--- src/rtl/sar_logic.sv ---
// sar_logic: successive-approximation controller for a SAR ADC
//   clk, rst       : controller clock, synchronous active-high reset
//   pdn            : 1 = normal operation, 0 = power down (aborts, forces IDLE)
//   start          : conversion request, honoured only in IDLE
//   cmp_out/outb   : comparator decision pair, sampled only in DECIDE
//   sample         : track-phase control for the sampling switches
//   cmp_en         : comparator strobe, one cycle per bit
//   dac_code       : trial code to the capacitive DAC
//   data_out       : last completed conversion result, held
//   valid          : one-cycle pulse when data_out updates
//   busy           : high from leaving IDLE until DONE inclusive
//   meta_err       : last result had at least one unresolved decision
module sar_logic #(
    parameter int N        = 8,
    parameter int T_SAMPLE = 2,
    parameter int CMP_WAIT = 1,
    parameter bit CONT     = 1'b0
) (
    input  logic         clk,
    input  logic         rst,
    input  logic         pdn,
    input  logic         start,
    input  logic         cmp_out,
    input  logic         cmp_outb,
    output logic         sample,
    output logic         cmp_en,
    output logic [N-1:0] dac_code,
    output logic [N-1:0] data_out,
    output logic         valid,
    output logic         busy,
    output logic         meta_err
);
    localparam int CMAX = (T_SAMPLE > CMP_WAIT) ? T_SAMPLE : CMP_WAIT;
    localparam int CW   = $clog2(CMAX + 1);
    localparam int IW   = $clog2(N);

    typedef enum logic [2:0] {IDLE, SAMPLE, STROBE, WAIT, DECIDE, DONE} state_t;

    state_t        state_q;
    logic [CW-1:0] cnt_q;
    logic [IW-1:0] idx_q;
    logic [N-1:0]  dac_q, data_q, bit_sel, code_d;
    logic          sample_q, cmp_en_q, valid_q, busy_q, meta_err_q, meta_q;
    logic          keep, meta_d;

    assign bit_sel = {{(N-1){1'b0}}, 1'b1} << idx_q;
    // Only a clean 1/0 pair keeps the trial bit; an unresolved pair clears it and is flagged.
    assign keep    = cmp_out & ~cmp_outb;
    assign code_d  = keep ? dac_q : (dac_q & ~bit_sel);
    assign meta_d  = meta_q | (cmp_out == cmp_outb);

    always_ff @(posedge clk) begin
        if (rst) begin
            state_q    <= IDLE;
            cnt_q      <= '0;
            idx_q      <= '0;
            dac_q      <= '0;
            data_q     <= '0;
            sample_q   <= 1'b0;
            cmp_en_q   <= 1'b0;
            valid_q    <= 1'b0;
            busy_q     <= 1'b0;
            meta_err_q <= 1'b0;
            meta_q     <= 1'b0;
        end else if (!pdn) begin
            state_q  <= IDLE;
            cnt_q    <= '0;
            idx_q    <= '0;
            dac_q    <= '0;
            sample_q <= 1'b0;
            cmp_en_q <= 1'b0;
            valid_q  <= 1'b0;
            busy_q   <= 1'b0;
            meta_q   <= 1'b0;
        end else begin
            valid_q  <= 1'b0;
            cmp_en_q <= 1'b0;
            case (state_q)
                IDLE: if (start) begin
                    state_q  <= SAMPLE;
                    sample_q <= 1'b1;
                    busy_q   <= 1'b1;
                    cnt_q    <= CW'(T_SAMPLE - 1);
                end
                SAMPLE: if (cnt_q == '0) begin
                    state_q  <= STROBE;
                    sample_q <= 1'b0;
                    cmp_en_q <= 1'b1;
                    dac_q    <= {1'b1, {(N-1){1'b0}}};
                    idx_q    <= IW'(N - 1);
                    meta_q   <= 1'b0;
                end else begin
                    cnt_q <= cnt_q - 1'b1;
                end
                STROBE: if (CMP_WAIT > 0) begin
                    state_q <= WAIT;
                    cnt_q   <= CW'(CMP_WAIT - 1);
                end else begin
                    state_q <= DECIDE;
                end
                WAIT: if (cnt_q == '0) begin
                    state_q <= DECIDE;
                end else begin
                    cnt_q <= cnt_q - 1'b1;
                end
                DECIDE: begin
                    meta_q <= meta_d;
                    if (idx_q == '0) begin
                        state_q    <= DONE;
                        dac_q      <= code_d;
                        data_q     <= code_d;
                        meta_err_q <= meta_d;
                        valid_q    <= 1'b1;
                    end else begin
                        // Next trial bit sits directly below the one just resolved.
                        state_q  <= STROBE;
                        cmp_en_q <= 1'b1;
                        dac_q    <= code_d | (bit_sel >> 1);
                        idx_q    <= idx_q - 1'b1;
                    end
                end
                DONE: begin
                    dac_q <= '0;
                    if (CONT) begin
                        state_q  <= SAMPLE;
                        sample_q <= 1'b1;
                        cnt_q    <= CW'(T_SAMPLE - 1);
                    end else begin
                        state_q <= IDLE;
                        busy_q  <= 1'b0;
                    end
                end
                default: state_q <= IDLE;
            endcase
        end
    end

    assign sample   = sample_q;
    assign cmp_en   = cmp_en_q;
    assign dac_code = dac_q;
    assign data_out = data_q;
    assign valid    = valid_q;
    assign busy     = busy_q;
    assign meta_err = meta_err_q;
endmodule
--- config.mk ---
export PLATFORM = sky130hd
export DESIGN_NAME = sar_logic
export DESIGN_NICKNAME = d
export VERILOG_FILES = /design/src/rtl/sar_logic.sv
export SDC_FILE = /design/constraint.sdc
export NUM_CORES = 1
export LEC_CHECK = 0
export BUFFER_PORTS_ARGS = -buffer_cell sky130_fd_sc_hd__buf_2
export CORE_MARGIN = 2
export CORE_UTILIZATION = 30
export CTS_CLUSTER_SIZE = 30
export DETAILED_ROUTE_END_ITERATION = 16
export GPL_TIMING_DRIVEN = 0
export HOLD_SLACK_MARGIN = 0.05
export PLACE_DENSITY = 0.47
export SYNTH_ARGS = -nofsm -noshare
export SYNTH_HDL_FRONTEND = slang
export SYNTH_SLANG_ARGS = --single-unit
--- constraint.sdc ---
create_clock -name clk -period 2.4 [get_ports clk]
set_input_delay 0.36 -clock clk [delete_from_list [all_inputs] [get_ports clk]]
set_output_delay 0.36 -clock clk [all_outputs]
set_load 0.02 [all_outputs]
==> metrics.cfg <==
[clock_network]
cts_max_path_buffers = 2
clock_sinks = 30
clk_pin_slew_ns = 0.06
cts_hold_buf = 0
cts_tree = built
root_buffer = clkbuf_8
postCtsSetupBuffers = 0
htreeDepth = 2
cts_buffers = 5
clock_latency_ns = 0.28
ctsResizeCount = 0

[critical_path]
cp.arrival_ns = 1.89
worstPathRequired_ns = 2.53
critPathMaxFanout = 8
crit_type = reg2reg
crit_path_start_kind = register
end_kind = register

[floorplanning]
die_area_um2 = 5710
coreArea_um2 = 5010
initial_utilization_pct = 30.67
die_height_um = 75.57
rows = 26
ios = 27
die_x_um = 75.57

[sta]
rsz0062_at_grt = false
max_freq_ghz = 0.5700
maxSlewHeadroom_pct = 54.90
fin_hold_ws_ns = 0.3826
fin_ws_ns = 0.6457
tightest_slew_ns = 0.6694
fin_crit_sh_pct = 73.10
finalClockSkew_ns = 0.003353
finalCriticalPeriod_ns = 1.754
tns_ns = 0
slew_violations = 0
setup_viol = 0
hold_viol_final = 0

[synthesis]
synth_edf_count = 0
netlist_top_cells_area = dfxtp_1 (39%), a21oi_1 (6.5%), ha_1 (5.7%)
yosysWarnings = 0
yosysTopAreaCellShare_pct = 39.09
netlist_instances = 177
ys_seq_area_share_pct = 39.09
ys_ff_latch = 30
async_flop_share_pct = 0
syn_area_um2 = 1536
synth_largest_area_cell = dfxtp_1
synth_top_flop_cell = dfxtp_1
synth.distinct_cells = 40
avgSynthCellArea_um2 = 8.681
syn_nets = 190

[placement]
place_congestion = 0.8389
io_buffers = 26
hpwlAfterDp_um = 2940
dpl_worst_slack_ns = 0.6941

[detailed_routing]
wire_per_inst_um = 14.37
routed-via-count = 1433
drc_errors = 0
wirelength_um = 4039
final_antenna_net_count = 0
dr.pass1.iters = 4
drt-initial-drc-count = 58
vias_per_cell = 5.100

[final_layout]
layout_commonest_cell = dfxtp_1
area_growth_pct = 20.11
utilization_pct = 36.84
diodes = 0
final_nets = 223
final_cell_mix = dfxtp_1 (30), buf_2 (29), a21oi_1 (20)
fill_cells = 558
drive_above_1_share_pct = 21.80

[pwr]
ir_drop_mv = 0.2727
p_leak_uw = 0.0006868
pwr_density_cell_nw_per_um2 = 552.9

[global_route]
track_usage_pct = 15.22
first_global_vias = 1253
grt_pass1_wl_um = 6423
grt_max_degree = 11
antenna_found_initial = 0
grt_remaining_overflow = 0

[run_status]
status = complete, no violations

[run]
drv_cap = 0

[hold_path]
worstHoldPathType = in2reg

-- logic make-up (layout without fill, tap and decap cells) --
logic type	after synthesis	after routing	synth area share, %
buf+inv	26	60	7.817
simple gates	59	59	24.19
fa+ha+maj	7	7	5.700
flops	30	30	39.09
compound gates	55	55	23.21
-- sequential cells by signal (all words and copies together) (netlist names) --
name,cells
busy,1
dac_code,8
meta_q,1
state_q,3
idx_q,3
valid,1
sample,1
cnt_q,2
meta_err,1
cmp_en,1
data_out,8
-- cells in the mapped netlist (all sizes together) (2+ instances only) --
library cell and count:
nor3b 2, o2111ai 2, and3b 2, nand3b 5, dfxtp 30, ha 7, a311oi 4, or3b 4
nor2b 2, nand4 13, a211oi 4, inv 14, nor4 2, a21oi 20, buf 6, o21ai 13
nand2 12, nor3 4, clkbuf 6, or2 2, nor2 2, nand2b 6, o221ai 5
-- stage by stage --
stage          instance area [um2]  total power [uW]  cells
3_3_place_gp                  1754             617.5    273
5_1_grt                       1846              1072    281
6_report                      1846              1020    281
2_1_floorplan                 1536             586.1    177
4_1_cts                       1846              1035    281
3_5_place_dp                  1754             616.4    273
-- path summary, 6_finish.rpt --
| check | end | from | cells past startpoint | slack (ns) |
|---|---|---|---|---|
| worst min register to register | meta_q$_SDFFE_PP0P_ | meta_q$_SDFFE_PP0P_ | 2 | 0.47 |
| worst max register to register | dac_code[1]$_SDFFE_PP0P_ | cnt_q[0]$_SDFFE_PP0P_ | 5 | 0.65 |
| worst min-delay path | state_q[2]$_SDFFE_PP0P_ | start | 3 | 0.38 |
| worst max-delay path | dac_code[1]$_SDFFE_PP0P_ | cnt_q[0]$_SDFFE_PP0P_ | 5 | 0.65 |
-- final cells by class --
type | count | area (um2) | area share [%]
Buffer | 12 | 67.56 | 3.661
Clock buffer | 7 | 86.33 | 4.678
Clock inverter | 1 | 5.005 | 0.2712
Inverter | 14 | 52.55 | 2.847
Multi-Input combinational cell | 121 | 815.8 | 44.20
Sequential cell | 30 | 600.6 | 32.54
Tap cell | 70 | 87.58 | 4.746
Timing Repair Buffer | 26 | 130.1 | 7.051
-- metal layers --
| layer | share of wire (%) | global-route usage, % |
|---|---|---|
| met3 | 3.0 | 3.571 |
| met5 | 0 | 0 |
| met2 | 47 | 23.00 |
| met1 | 48 | 21.54 |
| met4 | 1.4 | 4.678 |
-- power breakdown --
group          internal (uW)  switching (uW)
Sequential               505            6.11
Combinational           32.7            62.1
Clock                    231             184
-- worst max-delay path, stage by stage, from the launching register on --
cell      delay, ns
dfxtp_1        0.32
inv_1          0.05
ha_1           0.27
a21oi_1        0.19
o21ai_0        0.58
o221ai_1       0.20
Power figures use the tool's default switching activity.
